File: config.mk
export PLATFORM = sky130hd
export DESIGN_NAME = fetch_unit_flat
export DESIGN_NICKNAME = d
export VERILOG_FILES = /design/src/rtl/fetch_unit_if.sv /design/src/rtl/fetch_unit.sv /design/src/flat_wrapper.sv
export SDC_FILE = /design/constraint.sdc
export NUM_CORES = 1
export LEC_CHECK = 0
export CAP_MARGIN = 20
export CORE_MARGIN = 1.5
export CORE_UTILIZATION = 45
export CTS_CLUSTER_DIAMETER = 200
export DETAILED_ROUTE_END_ITERATION = 6
export PLACE_DENSITY = 0.76
export SLEW_MARGIN = 20
export SYNTH_ARGS = -nofsm -noshare
export SYNTH_HDL_FRONTEND = slang
export SYNTH_SLANG_ARGS = --single-unit
File: constraint.sdc
create_clock -name clk -period 7.4 [get_ports clk]
set_clock_uncertainty 0.1 [all_clocks]
set_input_delay 1.48 -clock clk [delete_from_list [all_inputs] [get_ports clk]]
set_output_delay 1.48 -clock clk [all_outputs]
set_load 0.02 [all_outputs]
File: src/rtl/fetch_unit_if.sv
// Fetch unit bus bundle: instruction-memory request/ack, redirect from the
// branch logic, and the valid/ready hand-off to the decoder.
//   master : the fetch unit (drives imem_req/imem_addr and dec_* outputs)
//   slave  : the surrounding environment (memory, branch logic, decoder)
interface fetch_unit_if;
    logic        imem_req;
    logic [31:0] imem_addr;
    logic        imem_ack;
    logic [31:0] imem_rdata;
    logic        redirect;
    logic [31:0] redirect_pc;
    logic        dec_valid;
    logic        dec_ready;
    logic [31:0] dec_instr;
    logic [31:0] dec_pc;
    logic [31:0] dec_pc_plus8;

    modport master (
        output imem_req, imem_addr, dec_valid, dec_instr, dec_pc, dec_pc_plus8,
        input  imem_ack, imem_rdata, redirect, redirect_pc, dec_ready
    );

    modport slave (
        input  imem_req, imem_addr, dec_valid, dec_instr, dec_pc, dec_pc_plus8,
        output imem_ack, imem_rdata, redirect, redirect_pc, dec_ready
    );
endinterface

File: src/rtl/fetch_unit.sv
// Instruction fetch unit: issues one word-aligned request at a time,
// buffers up to two fetched {instr, pc} pairs and presents them in order
// to the decoder. A redirect flushes the buffer; if it lands while a
// request is in flight, the unit drains (discards) that response first.
// Ports:
//   clk, rst_n : clock, asynchronous active-low reset
//   bus        : fetch_unit_if.master (imem_*, redirect*, dec_*)
module fetch_unit #(
    parameter logic [31:0] RESET_PC = 32'h0000_0000
) (
    input logic          clk,
    input logic          rst_n,
    fetch_unit_if.master bus
);
    localparam int unsigned XLEN  = 32;
    localparam int unsigned DEPTH = 2;
    localparam int unsigned CNT_W = 2;

    typedef enum logic {FETCH, DRAIN} state_e;

    typedef struct packed {
        logic [XLEN-1:0] instr;
        logic [XLEN-1:0] pc;
    } fifo_entry_t;

    state_e             state_q;
    logic [XLEN-1:0]    fetch_pc_q, fetch_pc_d;
    logic [XLEN-1:0]    addr_q;
    logic               req_q;
    logic [CNT_W-1:0]   count_q, count_d;
    logic               rd_ptr_q, wr_ptr_q;
    fifo_entry_t        fifo_q [DEPTH];

    logic complete_c;
    logic drain_d;
    logic push_c;
    logic pop_c;
    logic dec_valid_c;
    logic unused_c;

    // Low address bits of a redirect target are dropped.
    assign unused_c = ^bus.redirect_pc[1:0];

    assign complete_c  = req_q & bus.imem_ack;
    assign dec_valid_c = (count_q != '0);
    // Stay in / enter DRAIN while a request that must be discarded is still in flight.
    assign drain_d     = req_q & ~bus.imem_ack & ((state_q == DRAIN) | bus.redirect);
    assign push_c      = (state_q == FETCH) & complete_c & ~bus.redirect;
    assign pop_c       = dec_valid_c & bus.dec_ready & ~bus.redirect;

    // Buffer occupancy; redirect flushes.
    always_comb begin
        count_d = count_q;
        if (bus.redirect) begin
            count_d = '0;
        end else if (push_c && !pop_c) begin
            count_d = count_q + CNT_W'(1);
        end else if (pop_c && !push_c) begin
            count_d = count_q - CNT_W'(1);
        end
    end

    // Next fetch address; +4 wraps naturally at 2^32.
    always_comb begin
        fetch_pc_d = fetch_pc_q;
        if (bus.redirect) begin
            fetch_pc_d = {bus.redirect_pc[XLEN-1:2], 2'b00};
        end else if (push_c) begin
            fetch_pc_d = fetch_pc_q + XLEN'(4);
        end
    end

    // FSM and request control. An outstanding request keeps its address;
    // otherwise the bus address follows fetch_pc.
    always_ff @(posedge clk or negedge rst_n) begin
        if (!rst_n) begin
            state_q    <= FETCH;
            fetch_pc_q <= RESET_PC;
            addr_q     <= RESET_PC;
            req_q      <= 1'b0;
            count_q    <= '0;
            rd_ptr_q   <= 1'b0;
            wr_ptr_q   <= 1'b0;
        end else begin
            state_q    <= drain_d ? DRAIN : FETCH;
            fetch_pc_q <= fetch_pc_d;
            addr_q     <= drain_d ? addr_q : fetch_pc_d;
            req_q      <= drain_d | (count_d != CNT_W'(DEPTH));
            count_q    <= count_d;
            if (bus.redirect) begin
                rd_ptr_q <= 1'b0;
                wr_ptr_q <= 1'b0;
            end else begin
                if (pop_c)  rd_ptr_q <= ~rd_ptr_q;
                if (push_c) wr_ptr_q <= ~wr_ptr_q;
            end
        end
    end

    // Buffer storage; contents are don't-care while empty.
    always_ff @(posedge clk) begin
        if (push_c) begin
            fifo_q[wr_ptr_q] <= '{instr: bus.imem_rdata, pc: addr_q};
        end
    end

    assign bus.imem_req     = req_q;
    assign bus.imem_addr    = addr_q;
    assign bus.dec_valid    = dec_valid_c;
    assign bus.dec_instr    = fifo_q[rd_ptr_q].instr;
    assign bus.dec_pc       = fifo_q[rd_ptr_q].pc;
    assign bus.dec_pc_plus8 = fifo_q[rd_ptr_q].pc + XLEN'(8);
endmodule

File: src/flat_wrapper.sv
// flat-port wrapper written by rule: the top's interface ports become plain ports
module fetch_unit_flat 
#(
    parameter logic [31:0] RESET_PC = 32'h0000_0000
)
  (clk, rst_n, bus_imem_req, bus_imem_addr, bus_dec_valid, bus_dec_instr, bus_dec_pc, bus_dec_pc_plus8, bus_imem_ack, bus_imem_rdata, bus_redirect, bus_redirect_pc, bus_dec_ready);
  fetch_unit_if bus_i ();
  input logic clk;
  input logic rst_n;
  output wire logic [$bits(bus_i.imem_req)-1:0] bus_imem_req;
  output wire logic [$bits(bus_i.imem_addr)-1:0] bus_imem_addr;
  output wire logic [$bits(bus_i.dec_valid)-1:0] bus_dec_valid;
  output wire logic [$bits(bus_i.dec_instr)-1:0] bus_dec_instr;
  output wire logic [$bits(bus_i.dec_pc)-1:0] bus_dec_pc;
  output wire logic [$bits(bus_i.dec_pc_plus8)-1:0] bus_dec_pc_plus8;
  input wire logic [$bits(bus_i.imem_ack)-1:0] bus_imem_ack;
  input wire logic [$bits(bus_i.imem_rdata)-1:0] bus_imem_rdata;
  input wire logic [$bits(bus_i.redirect)-1:0] bus_redirect;
  input wire logic [$bits(bus_i.redirect_pc)-1:0] bus_redirect_pc;
  input wire logic [$bits(bus_i.dec_ready)-1:0] bus_dec_ready;
  assign bus_imem_req = bus_i.imem_req;
  assign bus_imem_addr = bus_i.imem_addr;
  assign bus_dec_valid = bus_i.dec_valid;
  assign bus_dec_instr = bus_i.dec_instr;
  assign bus_dec_pc = bus_i.dec_pc;
  assign bus_dec_pc_plus8 = bus_i.dec_pc_plus8;
  assign bus_i.imem_ack = bus_imem_ack;
  assign bus_i.imem_rdata = bus_imem_rdata;
  assign bus_i.redirect = bus_redirect;
  assign bus_i.redirect_pc = bus_redirect_pc;
  assign bus_i.dec_ready = bus_dec_ready;
  fetch_unit #(.RESET_PC(RESET_PC)) u_core (.clk(clk), .rst_n(rst_n), .bus(bus_i));
endmodule
# Word-level counts from Yosys, hierarchy flattened
# Memories as Yosys holds them, arrays and structs flattened.
# Index checks and enable logic that the tools add are counted.
[word_totals]
register_bits = 70
ram_bits = 128
out_inout_bits = 130
wordCells = 46
n_memories = 1
[mem_list]
columns = ["name", "depth", "word_bits", "read_ports", "rd_ports_with_merged_regs", "wr", "line", "source"]
rows = [
  ["u_core.fifo_q", 2, 64, 1, 0, 1, "fetch_unit.sv:32", "fifo_entry_t fifo_q [DEPTH];"],
]
[classes]
add_sub_neg = 4
n_eq_ne = 1
n_mux = 12
bitwise_logic = 14
n_reduce_logical = 7
[op_table]
columns = ["operator", "n"]
rows = [
  ["$mux W32", 2],
  ["$add A32 B3 Y32 const B", 1],
  ["$add A32 B4 Y32 const B", 1],
  ["$and A1 B1 Y1", 7],
  ["$mux W1", 7],
  ["$mux W2", 3],
  ["$reduce_bool A2 Y1", 3],
  ["$not A1 Y1", 5],
  ["$add A2 B1 Y2 const B", 1],
  ["$logic_and A1 B1 Y1", 2],
  ["$logic_not A1 Y1", 2],
  ["$ne A2 B2 Y1 const B", 1],
  ["$or A1 B1 Y1", 2],
  ["$sub A2 B1 Y2 const B", 1],
]

# Longest topological paths before layout
# Gate-level depths: netlist of run 1.
[logic_depth]
depth_word = 10
depth_mapped = 12
ltp_nobuf = 8

# Worst setup path after synthesis of run 1
# Ideal clock, no wire load.
[synth_timing]
path_kind = "in2reg"
startpoint = "input port bus_redirect"
endpoint = "memory u_core.fifo_q[0][0] (netlist bit), enable pin"
setup_time_ps = 486
arrival_ps = 4537
required_ps = 6814
slack_ps = 2276
cell_stages = 3
cell_sequence = "nand4bb_1 buf_2 nor2_1"
[synth_via]
elab_chain_cells = 4
[synth_rtl]
columns = ["element", "line", "source"]
rows = [
  ["start: declaration", "flat_wrapper.sv:18", "input wire logic [$bits(bus_i.redirect)-1:0] bus_redirect;"],
  ["$not A1 Y1", "fetch_unit.sv:48", "assign push_c = (state_q == FETCH) & complete_c & ~bus.redirect;"],
  ["$and A1 B1 Y1", "fetch_unit.sv:48", ""],
  ["$mux W1", "fetch_unit.sv:102", "if (push_c) begin"],
  ["$mux W1 (not written as such)", "fetch_unit.sv:103", "fifo_q[wr_ptr_q] <= '{instr: bus.imem_rdata, pc: addr_q};"],
  ["end: declaration", "fetch_unit.sv:32", ""],
]
# No other way between the ends.

# Worst setup path in the final report of run 1
[layout_timing]
startpoint = "register u_core.rd_ptr_q"
endpoint = "output port bus_dec_pc_plus8[25]"
[layout_via]
elab_chain_cells = 2
[layout_rtl]
columns = ["element", "line", "source"]
rows = [
  ["start: declaration", "fetch_unit.sv:31", "logic rd_ptr_q, wr_ptr_q;"],
  ["start signal: assignment", "fetch_unit.sv:94", "if (pop_c) rd_ptr_q <= ~rd_ptr_q;"],
  ["$mem_v2 Z2 W64", "-", ""],
  ["$add A32 B4 Y32", "fetch_unit.sv:112", "assign bus.dec_pc_plus8 = fifo_q[rd_ptr_q].pc + XLEN'(8);"],
  ["end: declaration", "flat_wrapper.sv:15", "output wire logic [$bits(bus_i.dec_pc_plus8)-1:0] bus_dec_pc_plus8;"],
]
# No other way between the ends.

==> metrics.cfg, run 1 <==
[timing]
fin_tns_setup_ps=0
post-route-min-period_ps=5630
timing.fmax_mhz=177
drv_slew=0
rsz0062_at_grt=no
worstMarginPinSlew_ps=987
finalHoldViolations=0
fin_crit_sh_pct=76.1
finalSetupViolations=0
slew_headroom_pct=34.2

[detailed_routing]
routed_via_density=5.26
drc_errors=0
ant_nets=0
routedWlPerCell_um=18.0
finalWirelength_um=20100
dr.pass1.iters=5
vias=5855
drt_iter0_drc=387

[clocking]
clk_path_buf_depth=2
clk_pin_slew_worst_paths_ps=70
cts_sinks=198
cts_setup_buffers=0
cts_hold_buffers=0
clock_latency_ps=430
cts_resized=0
cts_tree=built
htree_levels=4
cts_buffers=17
clock-root-buffer=clkbuf_16

[synth]
synthArstFlopShare_pct=35.4
yosysUniqueCellTypes=54
seq_area_frac_synth_pct=64.2
yosys_warnings=0
syn_nets=720
synth_ff_type=edfxtp_1
synth_most_common_cell=edfxtp_1
synth-edff-count=128
synth_top_cell_by_area=edfxtp_1
synth.avg_cell_area_um2=13.5
syn_inst=648
synth_common_cells=edfxtp_1 (128), mux2_2 (73), dfrtp_1 (70), nand2_1 (51), xnor2_1 (32)
synth_area_um2=8720
synth-seq-cells=198
synth_area_leaders=edfxtp_1 (44%), dfrtp_1 (20%), mux2_2 (9.4%)
synth_top_cell_area_share_pct=44.1

[layout]
drive_gt1_share_pct=14.3
antennaDiodeCount=0
fillers=1477
area_delta_synth_final_pct=32.2
fin_nets=912
design_area_um2=11500

[floorplanning]
ios=199
chipWidth_um=142
die_y_um=142
dieArea_um2=20200
num_rows=50
coreArea_um2=18800
start_util_pct=46.3

[global_route]
grt_util_met1_pct=26.8
gr-total-overflow=0
grt_pass1_vias=5743
grt.met2_usage_pct=33.3
busiest_layer=met2
grt_util_all_layers_pct=20.2
use_met3_pct=4.78
grt_max_degree=77
antenna_found_initial=0
grt_pass1_wl_um=31200

[critical_path]
cp.required_ps=5820
crit_type=reg -> out
arrival_ps=4050
r2r_start=u_core.state_q
crit_fanout=76
endpoint_kind=output pin
crit_path_start=u_core.rd_ptr_q
critPathLaunchType=register

[power]
power.density_nw_per_um2=305
power_leakage_uw=0.00409
vdd_drop_max_mv=0.160

[placed_design]
placed_area_um2=10900
placement.io_buffers=196
dp_hpwl_um=14200
routabilityCongestion=0.835

[flow_run]
maxCapViolations=0

[hold_path]
hp-class=reg -> reg
worstHoldStart=u_core.bus.imem_addr[26]

[run_status]
outcome=complete, no violations

## routing by layer
layer	vias up	wire length [um]
li1	2790	-
met1	2865	8800
met2	181	9860
met3	19	1180
met4	0	219
met5	-	0
## metrics by stage
| step | instances | total power [uW] | hold slack (ps) | setup WS (ps) | utilization, % |
|---|---|---|---|---|---|
| 3_3_place_gp | 1081 | 2620 | 375 | 2250 | 58.0 |
| 2_1_floorplan | 648 | 2090 | 369 | 2280 | - |
| 6_report | 1113 | 3520 | 406 | 1770 | 61.2 |
| 4_1_cts | 1113 | 3560 | 405 | 1640 | 61.2 |
| 5_1_grt | 1113 | 3680 | 419 | 1450 | 61.2 |
| 3_5_place_dp | 1081 | 2630 | 388 | 2190 | 58.0 |
## cells in the final DEF, fill, tap and decap left out, types with 3 or more instances in the layout
cell,Yosys,layout
a211oi_1,4,4
a21oi_1,12,12
a221o_1,5,5
a31oi_1,3,3
and2_1,6,6
and3_1,4,4
and4_1,6,6
buf_4,3,6
clkbuf_16,0,19
clkdlybuf4s50_1,0,194
clkinv_4,0,3
dfrtp_1,70,69
edfxtp_1,128,128
ha_1,3,3
inv_1,24,24
inv_6,0,5
mux2_2,73,73
mux2i_1,16,16
nand2_1,51,51
nand3_1,24,24
nand3b_1,7,7
nand4_1,19,19
nand4b_1,5,5
nor2_1,31,29
nor2b_1,7,7
nor3_1,9,9
nor4_1,8,8
o21ai_0,23,23
o311ai_0,3,3
or3_1,5,5
xnor2_1,32,32
xor2_1,13,13
## critical path, stage by stage (launching register included)
cell             delay, ps
dfrtp_4                490
buf_4                  750
nand4_1                230
a21oi_1                490
nand4_1                420
a211oi_1               420
xnor2_1                160
clkdlybuf4s50_1        640
## flip-flops by register name, summed over array words and instances, names as in the netlist
register,cells
u_core.fifo_q,128
u_core.state_q,1
u_core.fetch_pc_q,32
u_core.bus.imem_addr,32
u_core.rd_ptr_q,1
u_core.count_q,2
u_core.wr_ptr_q,1
u_core.bus.imem_req,1
## power breakdown
part           internal [uW]  switching (uW)  total [uW]
sequential              1320            95.9        1420
clock                    501             418         919
combinational            565             619        1180
total                   2390            1130        3520
## cells by family (layout without fill, tap and decap cells)
group	after synthesis	count (layout)	synth area share, %
xor gates and xnor gates	45	45	4.52
adders and majority gates	3	3	0.431
buffers and inverters	55	260	2.70
muxes	89	89	11.3
and+or+nand+nor	194	194	12.1
AOI/OAI and AO/OA	64	64	4.78
DFF	198	198	64.2
## final timing paths
path	end	slack [ps]	cells past startpoint
worst max-delay path	bus_dec_pc_plus8[25]	1770	7
min in group asynchronous	u_core.bus.imem_addr[4]	1120	2
worst min-delay path	u_core.fifo_q[0][26]	410	0
worst min register to register	u_core.fifo_q[0][26]	410	0
worst max register to register	u_core.bus.imem_addr[20]	4470	5
max in group asynchronous	u_core.rd_ptr_q	5370	2
## layout make-up
type                       count  area, um2  share of cell area, %
clock buffer                  21        503                   4.36
clock inverter                11        100                  0.869
inverter                      26       97.6                  0.847
multi-input combinational    395       2900                   25.2
sequential                   198       5600                   48.6
tap                          260        325                   2.82
timing repair buffer         202       2000                   17.3
No activity file was read; power rests on OpenSTA's default activity.
==> run 2: changes to the inputs <==
--- a/config.mk
+++ b/config.mk
@@ -10,7 +10,7 @@
 export CORE_UTILIZATION = 45
 export CTS_CLUSTER_DIAMETER = 200
 export DETAILED_ROUTE_END_ITERATION = 6
-export PLACE_DENSITY = 0.76
+export PLACE_DENSITY = 0.79
 export SLEW_MARGIN = 20
 export SYNTH_ARGS = -nofsm -noshare
 export SYNTH_HDL_FRONTEND = slang
==> constraint.sdc (replaced) <==
create_clock -name clk -period 4.8 [get_ports clk]
set_clock_uncertainty 0.1 [all_clocks]
set_input_delay 0.96 -clock clk [delete_from_list [all_inputs] [get_ports clk]]
set_output_delay 0.96 -clock clk [all_outputs]
set_load 0.02 [all_outputs]
==> metrics.cfg, run 2 (same netlist as run 1, synthesis figures left out) <==
[run_status]
outcome=complete, no violations

[clocking]
clock_latency_ps=430
cts_tree=built
clock-root-buffer=clkbuf_16
cts_hold_buffers=0
cts_sinks=198
cts_resized=0
clk_pin_slew_worst_paths_ps=70
cts_buffers=17
clk_path_buf_depth=2
htree_levels=4
cts_setup_buffers=0

[layout]
final_cells=1120
drive_gt1_share_pct=15.0
fin_nets=919
antennaDiodeCount=0
layout_commonest_cell=clkdlybuf4s50_1
final_cell_mix=clkdlybuf4s50_1 (194), edfxtp_1 (128), mux2_2 (73)
regMostFlops=u_core.fifo_q
largest_reg_flops=128
area_delta_synth_final_pct=33.1

[critical_path]
critPathLaunchType=register
crit_chain=buf_4 > nand4_1 > a21oi_1 > nand4_1 > buf_4 > a211oi_1 > xnor2_1 > clkdlybuf4s50_1
endpoint_kind=output pin
arrival_ps=3470
critPathBufInv=3
crit_type=reg -> out
rr_worst_depth=6
r2r_start=u_core.fetch_pc_q[2]
crit_family=buffers and inverters
critPathSlowestCell=dfrtp_4
cp_num_cells=8
crit_fanout=31
slowest_delay_ps=680
cp.required_ps=3740
crit_path_start=u_core.rd_ptr_q

[timing]
timing.fmax_mhz=221
fin_tns_setup_ps=0
slew_headroom_pct=39.9
worstMarginPinSlew_ps=902
post-route-min-period_ps=4530
finalHoldViolations=0
drv_slew=0
finalSetupViolations=0
fin_crit_sh_pct=94.4
rsz0062_at_grt=no

[global_route]
grt_pass1_wl_um=31300
grt_util_all_layers_pct=20.1
grt_pass1_vias=5865
grt_max_degree=65
antenna_found_initial=0
gr-total-overflow=0

[detailed_routing]
top_layer=met4
ant_nets=0
routed_via_density=5.25
wl_met1_um=8600
drc_errors=0
routed-wl-met2_um=9950
dr.pass1.iters=5
routedWlPerCell_um=17.9
wl_met3_um=1200
vias=5880
drt_iter0_drc=396
finalWirelength_um=20100

[placed_design]
placement.io_buffers=196
routabilityCongestion=0.832
dp_hpwl_um=14300
place_inst=1085

[floorplanning]
num_rows=50
die_y_um=142
ios=199
chipWidth_um=142
start_util_pct=46.3
dieArea_um2=20200
coreArea_um2=18800

[flow_run]
maxCapViolations=0

[power]
power.density_nw_per_um2=468
p_total_uw=5430
vdd_drop_max_mv=0.243
power_leakage_uw=0.00413

[hold_path]
worstHoldStart=u_core.bus.imem_addr[26]
whs_path_depth=0
hp-class=reg -> reg

==> run 2: changes by cell type in the layout (fill, tap and decap cells not counted) <==
cell / previous run / this run
clkinvlp_4: 1 / 0
clkinv_8: 0 / 2
clkbuf_8: 2 / 0
clkinv_4: 3 / 2
buf_12: 0 / 2
inv_4: 0 / 1
inv_8: 2 / 6
inv_6: 5 / 3
buf_4: 6 / 11
clkbuf_16: 19 / 18
==> run 2: through the flow <==
| stage | instance area (um2) | utilization [%] | setup WS (ps) | hold WS [ps] |
|---|---|---|---|---|
| after floorplan | 8720 | - | 196 | 369 |
| after global placement | 11000 | 58.3 | 609 | 373 |
| after detailed placement | 11000 | 58.3 | 484 | 388 |
| after CTS | 11600 | 61.5 | 20.0 | 405 |
| after global routing | 11600 | 61.6 | 14.3 | 426 |
| final | 11600 | 61.6 | 269 | 399 |
==> run 2: layout make-up <==
type / instances / area (um2)
inverters: 26 / 97.6
clock inverters: 14 / 150
repair buffers: 209 / 2070
flip-flops and latches: 198 / 5600
fillers: 1466 / 7230
multi-input cells: 395 / 2900
clock buffers: 18 / 450
well taps: 260 / 325
==> run 2: where the power goes <==
group,switching [uW],internal (uW),total (uW)
Sequential,172,2040,2210
Combinational,935,879,1810
Clock,680,732,1410
==> run 2: path summary, 6_finish.rpt <==
path                                            end  slack, ps
setup / recovery               bus_dec_pc_plus8[25]        270
hold / removal                 u_core.fifo_q[0][26]        400
setup reg to reg           u_core.bus.imem_addr[20]       2300
hold reg to reg                u_core.fifo_q[0][26]        400
max in group asynchronous  u_core.bus.imem_addr[24]       3110
min in group asynchronous   u_core.bus.imem_addr[4]        560
==> run 2: layer usage <==
metal  global-route usage, %  vias up
met3                    4.51       26
li1                        -     2813
met2                    33.9      185
met5                       0        -
met4                    6.51        0
met1                    25.8     2856
==> run 3: changes to the inputs <==
--- a/config.mk
+++ b/config.mk
@@ -8,9 +8,11 @@
 export CAP_MARGIN = 20
 export CORE_MARGIN = 1.5
 export CORE_UTILIZATION = 45
+export CTS_BUF_LIST = sky130_fd_sc_hd__clkbuf_8
 export CTS_CLUSTER_DIAMETER = 200
 export DETAILED_ROUTE_END_ITERATION = 6
 export PLACE_DENSITY = 0.79
+export REMOVE_ABC_BUFFERS = 1
 export SLEW_MARGIN = 20
 export SYNTH_ARGS = -nofsm -noshare
 export SYNTH_HDL_FRONTEND = slang
==> metrics.cfg, run 3 (same netlist as run 1, synthesis figures left out) <==
[run_status]
outcome=complete, no violations

[timing]
worst_slack_ps=325
post-route-min-period_ps=4470
timing.fmax_mhz=223
finalSetupViolations=0
finalHoldViolations=0
rsz0062_at_grt=no
slew_headroom_pct=39.5
fin_tns_setup_ps=0
worstMarginPinSlew_ps=907
drv_slew=0
fin_crit_sh_pct=93.2

[layout]
area_delta_synth_final_pct=30.6
regMostFlops=u_core.fifo_q
fin_nets=921
multiInputGateArea_um2=2900
design_area_um2=11400
seq_area_um2=5600
final_cell_mix=clkdlybuf4s50_1 (194), edfxtp_1 (128), mux2_2 (73)
final_util_pct=60.5
fillers=1484
largest_reg_flops=128
antennaDiodeCount=0
layout_commonest_cell=clkdlybuf4s50_1
drive_gt1_share_pct=15.1

[hold_path]
hp-class=reg -> reg
whs_path_depth=0
worstHoldStart=u_core.bus.imem_addr[17]
holdPathEnd=u_core.fifo_q[1][17]

[clocking]
cts_resized=0
cts_buffers=17
cts_tree=built
cts_sinks=198
cts_hold_buffers=0
clk_pin_slew_worst_paths_ps=100
clock_latency_ps=460
cts_setup_buffers=1
htree_levels=4
clk_path_buf_depth=2
clock-root-buffer=clkbuf_8

[placed_design]
placed_area_um2=11000
placement.io_buffers=196
dp_slack_ps=514
routabilityCongestion=0.809
dp_hpwl_um=14100

[detailed_routing]
drt_iter0_drc=494
finalWirelength_um=20000
ant_nets=0
vias=5919
drc_errors=0
dr.pass1.iters=5
routed_via_density=5.28
routedWlPerCell_um=17.8

[global_route]
grt_max_degree=71
grt_util_all_layers_pct=20.0
gr-total-overflow=0
grt_pass1_wl_um=30800
antenna_found_initial=0
grt_pass1_vias=5739

[critical_path]
endpoint_kind=output pin
critPathSlowestCell=dfrtp_4
r2r_end=u_core.bus.imem_addr[19]
regToRegSetupSlack_ps=2380
slowest_delay_ps=640
rr_worst_depth=6
crit_type=reg -> out
cp.required_ps=3740
arrival_ps=3410
r2r_start=u_core.state_q
critPathLaunchType=register
crit_chain=buf_4 > nand4_1 > a211oi_1 > nand2_1 > nor3_1 > xor2_1 > clkdlybuf4s50_1
crit_fanout=31

[flow_run]
maxCapViolations=0

[floorplanning]
die_y_um=142
dieArea_um2=20200
start_util_pct=46.3
ios=199
chipWidth_um=142
num_rows=50
coreArea_um2=18800

[power]
power.density_nw_per_um2=442
power_leakage_uw=0.00404
vdd_drop_max_mv=0.227

-- run 3: cell types whose count changed in the layout (fill, tap and decap cells not counted), sizes merged --
cell,before,now
bufinv,0,1
clkinv,6,12
clkbuf,18,17
buf,15,17
inv,34,28
-- run 3: report_power, final --
part / switching (uW) / internal, uW
Combinational: 938 / 885
Sequential: 157 / 2040
Clock: 595 / 424
Total: 1690 / 3350
-- run 3: critical path, delay by kind of cell (launching register included) --
| kind | cells | cell delay (ps) |
|---|---|---|
| DFF | 1 | 640 |
| buffers and inverters | 2 | 1080 |
| and+or+nand+nor | 3 | 620 |
| AOI/OAI and AO/OA | 1 | 410 |
| xor gates and xnor gates | 1 | 180 |
-- run 3: routing by layer --
metal | track usage, % | vias up | share of wire [%]
met5 | 0 | - | 0
met4 | 6.62 | 0 | 1.8
met3 | 5.42 | 22 | 7.3
met2 | 33.6 | 207 | 48
met1 | 25.1 | 2893 | 43
li1 | - | 2797 | -
-- run 3: how the worst max path moves through the flow --
stage                               start  slack [ps]              endpoint  cells past startpoint
final                     u_core.rd_ptr_q         330  bus_dec_pc_plus8[31]                      7
after floorplan           u_core.rd_ptr_q        -710  bus_dec_pc_plus8[31]                      8
after detailed placement  u_core.rd_ptr_q         510  bus_dec_pc_plus8[31]                     10
after global routing      u_core.rd_ptr_q          70  bus_dec_pc_plus8[29]                      7
after global placement    u_core.rd_ptr_q         550  bus_dec_pc_plus8[31]                     10
after CTS                 u_core.rd_ptr_q         100  bus_dec_pc_plus8[31]                     10
-- run 3: layout make-up --
type	instances	area share, %
inverter	26	0.857
clock buffer	17	2.06
tap	260	2.86
timing repair buffer	211	18.2
multi-input combinational	395	25.5
sequential	198	49.2
clock inverter	15	1.32
-- run 3: through the flow --
step                      total power (uW)  hold WS (ps)  std cells
after floorplan                       3200           369        619
after CTS                             5080           418       1120
final                                 5040           423       1122
after global placement                4020           380       1087
after global routing                  5280           435       1122
after detailed placement              4050           396       1087
